$ cat config.mk
export PLATFORM = sky130hd
export DESIGN_NAME = rst_seq
export DESIGN_NICKNAME = d
export VERILOG_FILES = /design/src/rtl/rst_seq_pkg.sv /design/src/rtl/rst_seq_sync_2ff.sv /design/src/rtl/rst_seq.sv
export SDC_FILE = /design/constraint.sdc
export NUM_CORES = 1
export LEC_CHECK = 0
export ABC_AREA = 1
export CORE_MARGIN = 2
export CORE_UTILIZATION = 40
export DETAILED_ROUTE_END_ITERATION = 10
export GPL_ROUTABILITY_DRIVEN = 1
export PLACE_DENSITY = 0.71
export REMOVE_ABC_BUFFERS = 1
export SETUP_SLACK_MARGIN = 0.1
export SLEW_MARGIN = 20
export SYNTH_ARGS = -nofsm -noshare
export SYNTH_HDL_FRONTEND = slang
export SYNTH_SLANG_ARGS = --single-unit
$ cat constraint.sdc
create_clock -name i_clk -period 1.7 [get_ports i_clk]
set_input_delay 0.34 -clock i_clk [delete_from_list [all_inputs] [get_ports i_clk]]
set_output_delay 0.34 -clock i_clk [all_outputs]
set_load 0.01 [all_outputs]
$ cat src/rtl/rst_seq_pkg.sv
// ============================================================================
// Module   : rst_seq_pkg
// Purpose  : Shared state encoding and default timing constants for rst_seq.
// Revision : 1.0 - initial release
// ============================================================================
`default_nettype none

package rst_seq_pkg;

    typedef enum logic [1:0] {
        WAIT_PWR = 2'd0,
        STAB     = 2'd1,
        REL_IO   = 2'd2,
        RUN      = 2'd3
    } rst_seq_state_t;

    localparam int unsigned c_def_stab_cycles    = 16;
    localparam int unsigned c_def_stagger_cycles = 4;
    localparam int unsigned c_def_cnt_w          = 8;
    localparam int unsigned c_def_wdt_cycles     = 1024;

endpackage

`default_nettype wire

$ cat src/rtl/rst_seq_sync_2ff.sv
// ============================================================================
// Module   : sync_2ff
// Purpose  : Two-flop synchronizer, WIDTH bits, synchronously cleared to 0.
// Revision : 1.0 - initial release
// ============================================================================
`default_nettype none

module sync_2ff #(
    parameter int unsigned WIDTH = 1
) (
    input  logic             i_clk,
    input  logic             i_rst,
    input  logic [WIDTH-1:0] i_d,
    output logic [WIDTH-1:0] o_q
);

    logic [WIDTH-1:0] r_meta;
    logic [WIDTH-1:0] r_sync;

    always_ff @(posedge i_clk) begin
        if (i_rst) begin
            r_meta <= '0;
            r_sync <= '0;
        end else begin
            r_meta <= i_d;
            r_sync <= r_meta;
        end
    end

    assign o_q = r_sync;

endmodule

`default_nettype wire

$ cat src/rtl/rst_seq.sv
// ============================================================================
// Module   : rst_seq
// Purpose  : Power-good reset sequencer; IO reset released first, core later,
//            plus software core-only reset. Optional watchdog: RST_SEQ_WDT_EN.
// Revision : 1.0 - initial release
// ============================================================================
`default_nettype none

module rst_seq
    import rst_seq_pkg::*;
#(
    parameter int unsigned STAB_CYCLES    = c_def_stab_cycles,
    parameter int unsigned STAGGER_CYCLES = c_def_stagger_cycles,
    parameter int unsigned CNT_W          = c_def_cnt_w,
    parameter int unsigned WDT_CYCLES     = c_def_wdt_cycles
) (
    input  logic i_clk,
    input  logic i_rst,
    input  logic i_vdd_io,
    input  logic i_vdd_co,
    input  logic i_sw_rst,
    input  logic i_wdt_kick,
    output logic o_rst_io,
    output logic o_rst_core,
    output logic o_ready,
    output logic o_wdt_fired
);

    localparam logic [CNT_W-1:0] c_stab_last    = CNT_W'(STAB_CYCLES - 1);
    localparam logic [CNT_W-1:0] c_stagger_last = CNT_W'(STAGGER_CYCLES - 1);

    logic [1:0]       w_rails_sync;
    logic             w_pg;
    logic             w_wdt_expire;
    rst_seq_state_t   r_state;
    rst_seq_state_t   w_next_state;
    logic [CNT_W-1:0] r_cnt;
    logic [CNT_W-1:0] w_next_cnt;
    logic             r_rst_io;
    logic             r_rst_core;
    logic             r_ready;

    sync_2ff #(
        .WIDTH (2)
    ) u_rail_sync (
        .i_clk (i_clk),
        .i_rst (i_rst),
        .i_d   ({i_vdd_io, i_vdd_co}),
        .o_q   (w_rails_sync)
    );

    assign w_pg = &w_rails_sync;

    // Power loss is checked first in every state so it outranks sw/wdt resets.
    always_comb begin
        w_next_state = r_state;
        w_next_cnt   = r_cnt;
        case (r_state)
            WAIT_PWR: begin
                w_next_cnt = '0;
                if (w_pg) w_next_state = STAB;
            end
            STAB: begin
                if (!w_pg) begin
                    w_next_state = WAIT_PWR;
                    w_next_cnt   = '0;
                end else if (r_cnt == c_stab_last) begin
                    w_next_state = REL_IO;
                    w_next_cnt   = '0;
                end else begin
                    w_next_cnt = r_cnt + 1'b1;
                end
            end
            REL_IO: begin
                if (!w_pg) begin
                    w_next_state = WAIT_PWR;
                    w_next_cnt   = '0;
                end else if (r_cnt == c_stagger_last) begin
                    w_next_state = RUN;
                    w_next_cnt   = '0;
                end else begin
                    w_next_cnt = r_cnt + 1'b1;
                end
            end
            RUN: begin
                w_next_cnt = '0;
                if (!w_pg) begin
                    w_next_state = WAIT_PWR;
                end else if (i_sw_rst || w_wdt_expire) begin
                    w_next_state = REL_IO;
                end
            end
            default: begin
                w_next_state = WAIT_PWR;
                w_next_cnt   = '0;
            end
        endcase
    end

    // Outputs decode the next state so they move on the edge that enters it.
    always_ff @(posedge i_clk) begin
        if (i_rst) begin
            r_state    <= WAIT_PWR;
            r_cnt      <= '0;
            r_rst_io   <= 1'b1;
            r_rst_core <= 1'b1;
            r_ready    <= 1'b0;
        end else begin
            r_state    <= w_next_state;
            r_cnt      <= w_next_cnt;
            r_rst_io   <= (w_next_state == WAIT_PWR) || (w_next_state == STAB);
            r_rst_core <= (w_next_state != RUN);
            r_ready    <= (w_next_state == RUN);
        end
    end

    assign o_rst_io   = r_rst_io;
    assign o_rst_core = r_rst_core;
    assign o_ready    = r_ready;

`ifdef RST_SEQ_WDT_EN
    localparam int unsigned      c_wdt_w    = $clog2(WDT_CYCLES + 1);
    localparam logic [c_wdt_w-1:0] c_wdt_last = c_wdt_w'(WDT_CYCLES - 1);

    logic [c_wdt_w-1:0] r_wdt;
    logic               r_wdt_fired;

    assign w_wdt_expire = (r_state == RUN) && !i_wdt_kick && (r_wdt == c_wdt_last);

    always_ff @(posedge i_clk) begin
        if (i_rst) begin
            r_wdt       <= '0;
            r_wdt_fired <= 1'b0;
        end else begin
            if ((r_state != RUN) || i_wdt_kick || w_wdt_expire) r_wdt <= '0;
            else                                               r_wdt <= r_wdt + 1'b1;
            if (w_wdt_expire && w_pg) r_wdt_fired <= 1'b1;
        end
    end

    assign o_wdt_fired = r_wdt_fired;
`else
    localparam int unsigned c_unused_wdt_cycles = WDT_CYCLES;
    logic w_unused_kick;

    assign w_unused_kick = i_wdt_kick;
    assign w_wdt_expire  = 1'b0;
    assign o_wdt_fired   = 1'b0;
`endif

endmodule

`default_nettype wire

* Word level (Yosys, flattened, before mapping)
Index checks and enable logic that the tools add are counted.
** Storage, ports and cells
- Bits in registers :: 17
- Latch bits :: 0
- Bits in writable memories :: 0
- Memory bits (read-only) :: 0
- Input port bits :: 6
- Logic and storage cells :: 34
- Memories :: 0
** Operators by class
- Add/subtract/negate cells :: 1
- Multipliers :: 0
- Div/mod/pow operators :: 0
- $lt $le $gt $ge :: 0
- Eq/ne operators :: 8
- Shifts and indexed selects :: 0
- Muxes and demuxes :: 13
- Bitwise gates (word level) :: 0
- Reductions and logical operators :: 5
** Operators by type and width (number)
- $mux W8 :: 4
- $pmux W8 S3 :: 1
- $mux W2 :: 7
- $add A8 B1 Y8 const B :: 1
- $eq A8 B2 Y1 const B :: 1
- $eq A8 B4 Y1 const B :: 1
- $pmux W2 S4 :: 1
- $eq A2 B2 Y1 const B :: 3
- $eq A2 B1 Y1 const B :: 2
- $logic_not A2 Y1 :: 2
- $ne A2 B2 Y1 const B :: 1
- $reduce_and A2 Y1 :: 1
- $reduce_or A2 Y1 :: 1
- $logic_or A1 B1 Y1 :: 1

* Longest topological paths before layout
Gate-level depths: netlist of run 1.
- Depth in word-level cells :: 6
- Gate-level depth with buffers :: 8
- Gate-level depth less buffers :: 8

* Hierarchy
A second synthesis of run 1 with hierarchy kept.
** Unflattened totals
- Cell total of the unflattened synthesis :: 90
- Area total of the unflattened synthesis :: 690.7 um2
** Modules (own cells, without submodules)
- rst_seq :: times used 1, cells each 78, area each 580.6 um2, sequential area each 260.2 um2
- sync_2ff :: times used 1, cells each 12, area each 110.1 um2, sequential area each 80.1 um2

* Worst setup path before layout of run 1
No wires, ideal clock.
- Path type :: flip-flop to flip-flop
- From :: reg r_cnt[0]
- To :: reg r_cnt[3]
- Library setup time :: 0.116 ns
- Arrival time :: 1.087 ns
- Path slack :: 0.497 ns
- Cell stages (with the launch flop) :: 7
- Buffers on the path :: 0
- Clock period less this slack :: 1.203 ns
- Cell sequence :: dfxtp_1 -> ha_1 -> nand3_2 -> o21ai_2 -> nand2_2 -> nand2_4 -> nor2_1
** On the way
- Word-level cells in the longest chain between the ends :: 4
** RTL lines
- from (decl) :: line rst_seq.sv:37 : logic [CNT_W-1:0] r_cnt;
- from (signal assigned) :: line rst_seq.sv:110 : r_cnt <= w_next_cnt;
- $add A8 B1 Y8, or another cell as far along :: line rst_seq.sv:71, rst_seq.sv:82
- $mux W8 (on tied branches) :: line rst_seq.sv:78, rst_seq.sv:67
- $mux W8 (on tied branches) :: line rst_seq.sv:75, rst_seq.sv:64
- $pmux W8 S3 * :: line rst_seq.sv:58 : case (r_state)
Mark *: on every way between the ends. The rest lies on a longest branch, timed or not.
A chain may end at the register's enable or synchronous reset.

* Final worst setup path of run 1
- From :: reg r_ready, in the netlist o_ready
- To :: out o_ready
** RTL lines
- from (decl) :: line rst_seq.sv:41 : logic r_ready;
- from (signal assigned) :: line rst_seq.sv:113 : r_ready <= (w_next_state == RUN);
- to (decl) :: line rst_seq.sv:25 : output logic o_ready,
No word-level cell between the ends.

==> results.yml, run 1 <==
final_layout:
  fin_util_pct: 49.2
  syn2layout_area_growth_pct: 16.7
  drive_gt1_share_pct: 13.5
  num-nets-final: 112
  antenna_cells: 0
  final_cells: 129
  fillers: 168
power_and_ir_drop:
  powerDensity_nw_per_um2: 759
  seq_power_share_pct: 63.4
  power_frac_clock_pct: 33.4
  switching_power_mw: 0.133
  p_comb_share_pct: 3.2
  ir_drop_uv: 630
  p_int_mw: 0.505
  p_leak_nw: 0.356
  swShare_pct: 20.8
clocking:
  htreeDepth: 1
  clockBufferDepth: 2
  cts_root_buf: "clkbuf_4"
  path_clk_slew_ns: 0.09
  cts_tree: "yes"
  clkLatencyLatePin_ns: 0.29
  cts_buffers: 3
  cts.sinks: 17
  cts.repair.resized: 0
  cts_setup_buffers: 0
  cts_hold_buffers: 0
synthesis:
  synth_area_per_cell_sq_um: 7.65
  synth_area_leaders: "dfxtp_1 (47%), nor2_1 (11%), nand2_1 (8.3%)"
  synthDistinctLibCells: 18
  syn-cell-area_sq_um: 719
  ys_seq_area_share_pct: 47.3
  ys_warn_count: 0
  yosysTopAreaCell: "dfxtp_1"
  synth_cells: 94
  synth_top_cell_area_share_pct: 47.3
  ys_ff_latch: 17
grt:
  grt_use_total_pct: 12.2
  grt_pass1_wl_mm: 1.85
  grtUsageMet2_pct: 18.1
  busiest_layer: "met2"
  met1_usage_pct: 15.7
  grt_pass1_vias: 467
  grt_util_met3_pct: 4.71
  antenna_found_initial: 0
  gr-total-overflow: 0
  grt_max_degree: 10
drt:
  first_pass_iters: 4
  via_count: 536
  wl_mm: 1.05
  drc: 0
  drtAntennaViolNets: 0
  initialDrtViolationCount: 11
  wl_per_cell_um: 8.11
  vias_per_cell: 4.16
place:
  place_congestion: 0.784
  portBuffers: 7
  post-place-cells: 125
  hpwl_um: 780
floorplan:
  start_util_pct: 42.1
  die_w_um: 46.4
  die_area_sq_um: 2150
  floorplan.rows: 15
  ios: 10
  core_area_sq_um: 1710
  fp.dieH_um: 46.4
worst_setup_path:
  crit_path_end_kind: "output port"
  max_stage_delay_ns: 0.53
  crit_arrival_ns: 1.14
  crit_path_top_delay_cell: "clkdlybuf4s50_1"
  path_class: "register to output port"
  critPathLaunchType: "register"
  crit_family: "buffers and inverters"
  path_buf_inv: 1
  cp_cell_sequence: "clkdlybuf4s50_1"
  worstPathRequired_ns: 1.36
  cp_max_fo: 1
sta:
  fin_tns_setup_ns: 0
  max_clock_freq_mhz: 678
  hold_viol: 0
  fin_skew_ns: 0.00503
  maxSlewViolCount: 0
  rsz0062_at_grt: "no"
  fin_crit_sh_pct: 86.8
  setup_viol_count_final: 0
  min_period_ns: 1.48
run:
  cap_violations: 0
min_path:
  hold_path.class: "register to register"
run_status:
  status: "complete, no violations"
## worst paths after layout
path | from | cells past startpoint | slack (ns) | end
worst max-delay path | o_ready | 1 | 0.22 | o_ready
worst min-delay path | u_rail_sync.r_meta[1] | 2 | 0.40 | u_rail_sync.o_q[1]
worst max register to register | r_cnt[0] | 6 | 0.36 | r_cnt[5]
worst min register to register | u_rail_sync.r_meta[1] | 2 | 0.40 | u_rail_sync.o_q[1]
## registers in the layout (all words and copies together), names as in the netlist
register	cells
o_ready	1
o_rst_core	1
o_rst_io	1
r_cnt	8
r_state	2
u_rail_sync.o_q	2
u_rail_sync.r_meta	2
## routing by layer
metal	vias up	wire length (um)	part of all wire, %
li1	298	-	-
met3	0	43	4.1
met5	-	0	0
met2	10	454	43
met4	0	0	0
met1	228	549	52
## cell families after synthesis
| group | count (synthesis) | share of synthesized area (%) |
|---|---|---|
| adders and majority gates | 1 | 1.74 |
| AOI/OAI and AO/OA | 6 | 5.22 |
| other | 1 | 0.521 |
| and+or+nand+nor | 49 | 30.8 |
| DFF | 17 | 47.3 |
| buffers and inverters | 15 | 8.35 |
| xor gates and xnor gates | 5 | 6.09 |
## tightest hold or removal path: stages, from the launching register on
cell,delay [ns]
dfxtp_1,0.31
inv_1,0.04
nor2_1,0.03
## cell usage in the layout (no fill, tap or decap)
cell type / synthesis / layout
inv_1: 13 / 13
o21ai_2: 2 / 2
nand3_1: 3 / 3
dfxtp_1: 17 / 17
nand2_1: 16 / 16
clkdlybuf4s50_1: 0 / 7
o21ai_0: 1 / 1
xor2_1: 5 / 5
clkbuf_1: 0 / 1
a21oi_1: 3 / 3
ha_1: 1 / 1
inv_2: 1 / 1
nand2_2: 2 / 2
clkbuf_4: 0 / 3
conb_1: 1 / 1
nor2_4: 1 / 1
nand3_2: 1 / 1
nand2_4: 1 / 1
nor2_1: 22 / 22
nor2_2: 3 / 3
## metrics by stage
| stage | hold WS, ns | cell area, sq um | power (mW) | worst slack [ns] |
|---|---|---|---|---|
| after floorplan | 0.388 | 712 | 0.422 | 0.497 |
| after global placement | 0.391 | 813 | 0.433 | 0.326 |
| after detailed placement | 0.394 | 813 | 0.434 | 0.312 |
| after CTS | 0.406 | 840 | 0.648 | 0.205 |
| after global routing | 0.425 | 840 | 0.671 | 0.154 |
| final | 0.401 | 840 | 0.637 | 0.225 |
## Yosys cell counts
| library cell | number |
|---|---|
| buf_4 | 1 |
| nor2_2 | 3 |
| nand2_1 | 16 |
| nand3_2 | 1 |
| xor2_1 | 5 |
| o21ai_2 | 2 |
| nand2_4 | 1 |
| nor2_1 | 22 |
| nor2_4 | 1 |
| nand2_2 | 2 |
| o21ai_0 | 1 |
| a21oi_1 | 3 |
| conb_1 | 1 |
| nand3_1 | 3 |
| inv_2 | 1 |
| inv_1 | 13 |
| dfxtp_1 | 17 |
| ha_1 | 1 |
## power by group through the flow
stage,sequential [mW],clock (mW),combinational [mW]
2_1_floorplan,0.413,0,0.00854
3_3_place_gp,0.414,0,0.0198
3_5_place_dp,0.414,0,0.0201
4_1_cts,0.404,0.223,0.0202
5_1_grt,0.405,0.242,0.0239
6_report,0.404,0.213,0.0201
## layout make-up
type	instances	area, sq um	share of cell area (%)
Tap cell	25	31.3	3.73
Sequential cell	17	340	40.5
Clock buffer	4	26.3	3.13
Multi-Input combinational cell	62	319	38.0
Timing Repair Buffer	7	70.1	8.35
Inverter	14	52.6	6.26
No activity file was read; power rests on OpenSTA's default activity.
==> inputs of run 2 (changes only) <==
--- a/config.mk
+++ b/config.mk
@@ -10,10 +10,11 @@
 export CORE_UTILIZATION = 40
 export DETAILED_ROUTE_END_ITERATION = 10
 export GPL_ROUTABILITY_DRIVEN = 1
-export PLACE_DENSITY = 0.71
+export PLACE_DENSITY_LB_ADDON = 0.1
 export REMOVE_ABC_BUFFERS = 1
 export SETUP_SLACK_MARGIN = 0.1
 export SLEW_MARGIN = 20
 export SYNTH_ARGS = -nofsm -noshare
 export SYNTH_HDL_FRONTEND = slang
+export SYNTH_HIERARCHICAL = 1
 export SYNTH_SLANG_ARGS = --single-unit
==> run 2 against run 1 <==
Clock power barely moved; cell count down 8.5%; highest routed layer is now met4; maximum frequency increased by 0.22%; setup slack improved by 0.0032 ns.
==> results.yml, run 2 <==
run_status:
  status: "complete, no violations"
clocking:
  cts_buffers: 3
  cts_root_buf: "clkbuf_4"
  cts_setup_buffers: 0
  cts.sinks: 17
  cts_hold_buffers: 0
  cts.repair.resized: 0
  htreeDepth: 1
  cts_tree: "yes"
  clockBufferDepth: 2
  path_clk_slew_ns: 0.09
  clkLatencyLatePin_ns: 0.29
synthesis:
  synth_flop_cell: "dfxtp_1"
  synthTopCellsByCount: "nor2_1 (21), dfxtp_1 (17), inv_1 (13), nand2_1 (13), nand3_1 (5)"
  yosysTopAreaCell: "dfxtp_1"
  ys_seq_area_share_pct: 49.3
  ys_warn_count: 6
  synth_area_per_cell_sq_um: 7.67
  synthArstFlopShare_pct: 0
  synth-edff-count: 0
  synth_area_leaders: "dfxtp_1 (49%), nor2_1 (11%), inv_1 (7.1%)"
  yosysMostFrequentCell: "nor2_1"
  synth_cells: 90
  syn-cell-area_sq_um: 691
  synthDistinctLibCells: 20
  ys_ff_latch: 17
  synth_top_cell_area_share_pct: 49.3
worst_setup_path:
  crit_family: "buffers and inverters"
  r2r_cells: 6
  critPathLaunchType: "register"
  r2r_end: "r_cnt[5]"
  startpoint: "o_rst_core"
  path_buf_inv: 1
  crit_path_end_kind: "output port"
  r2r_slack_ns: 0.37
  cp_cell_sequence: "clkdlybuf4s50_1"
  crit_arrival_ns: 1.13
  crit-reg2reg-launch: "r_cnt[0]"
  cp_max_fo: 1
  max_stage_delay_ns: 0.53
  worstPathRequired_ns: 1.36
  crit_path_top_delay_cell: "clkdlybuf4s50_1"
  path_class: "register to output port"
sta:
  maxSlewViolCount: 0
  whs_ns: 0.411
  min_period_ns: 1.47
  fin_crit_sh_pct: 86.6
  rsz0062_at_grt: "no"
  max_clock_freq_mhz: 679
  setup_ws_ns: 0.228
  setup_viol_count_final: 0
  fin_skew_ns: 0.00535
  hold_viol: 0
  fin_tns_setup_ns: 0
grt:
  grt_pass1_vias: 472
  gr-total-overflow: 0
  grt_max_degree: 10
  antenna_found_initial: 0
  grt_use_total_pct: 14.0
  grt_pass1_wl_mm: 1.95
power_and_ir_drop:
  p_leak_nw: 0.337
  p_total_mw: 0.640
  powerDensity_nw_per_um2: 792
  ir_drop_uv: 416
final_layout:
  fillers: 167
  final_cell_mix: "nor2_1 (21), dfxtp_1 (17), inv_1 (13), nand2_1 (13), clkdlybuf4s50_1 (7)"
  antenna_cells: 0
  final_common_cell: "nor2_1"
  num-nets-final: 109
  syn2layout_area_growth_pct: 17.0
  drive_gt1_share_pct: 9.90
  largest-register: "r_cnt"
  largest_register_ffs: 8
  fin_util_pct: 48.4
place:
  portBuffers: 7
  hpwl_um: 804
  place_congestion: 0.770
  dp_slack_ns: 0.302
drt:
  first_pass_iters: 4
  wl_mm: 1.11
  via_count: 548
  drtAntennaViolNets: 0
  initialDrtViolationCount: 8
  vias_per_cell: 4.64
  wl_per_cell_um: 9.37
  drc: 0
min_path:
  holdPathStages: 2
  worstHoldStart: "u_rail_sync/r_meta[0]"
  hold_path.class: "register to register"
  min_to: "u_rail_sync/o_q[0]"
floorplan:
  start_util_pct: 41.3
  die_area_sq_um: 2080
  core_area_sq_um: 1670
  die_w_um: 45.6
  fp.dieH_um: 45.6
  ios: 10
  floorplan.rows: 15
run:
  cap_violations: 0
==> run 2: cell families (layout without fill, tap and decap cells) <==
group	count (synthesis)	in the layout	share of synthesized area, %
other	1	1	0.543
AOI/OAI and AO/OA	6	6	4.89
xor gates and xnor gates	4	4	5.07
DFF	17	17	49.3
and+or+nand+nor	47	47	30.3
adders and majority gates	1	1	1.81
buffers and inverters	14	25	8.15
==> run 2: worst max path at each step <==
stage                     slack (ns)          to  cells after the start
final                           0.23  o_rst_core                      1
after global routing            0.17  o_rst_core                      1
after CTS                       0.20  o_rst_core                      1
after detailed placement        0.30  o_rst_core                      5
after global placement          0.30  o_rst_core                      5
after floorplan                 0.54    r_cnt[7]                      6
==> run 2: area by class of cell <==
cell class | count | area (sq um) | share of cell area [%]
repair buffers | 8 | 77.6 | 9.60
flip-flops and latches | 17 | 340 | 42.1
multi-input cells | 59 | 294 | 36.4
inverters | 13 | 48.8 | 6.04
well taps | 17 | 21.3 | 2.63
clock buffers | 4 | 26.3 | 3.25
==> run 2: stage by stage <==
step           instance area, sq um  cells
2_1_floorplan                   683     89
3_3_place_gp                    782    114
3_5_place_dp                    782    114
4_1_cts                         808    118
5_1_grt                         808    118
6_report                        808    118
==> run 2: report_power, final <==
| group | internal, mW | switching (mW) | leakage [nW] |
|---|---|---|---|
| registers | 0.403 | 0.00187 | 0.138 |
| logic | 0.0124 | 0.00921 | 0.184 |
| clock network | 0.0914 | 0.123 | 0.0150 |
==> run 2: metal layers <==
metal / up-vias / track usage, % / part of all wire, %
met2: 10 / 17.7 / 40
met1: 236 / 17.6 / 51
met3: 5 / 4.76 / 4.3
li1: 297 / - / -
met5: - / 0 / 0
met4: 0 / 14.1 / 4.7
==> run 2: tightest hold or removal path: stages, from the launching register on <==
cell and delay, ns:
dfxtp_1 0.31, inv_1 0.04, nor2_1 0.03
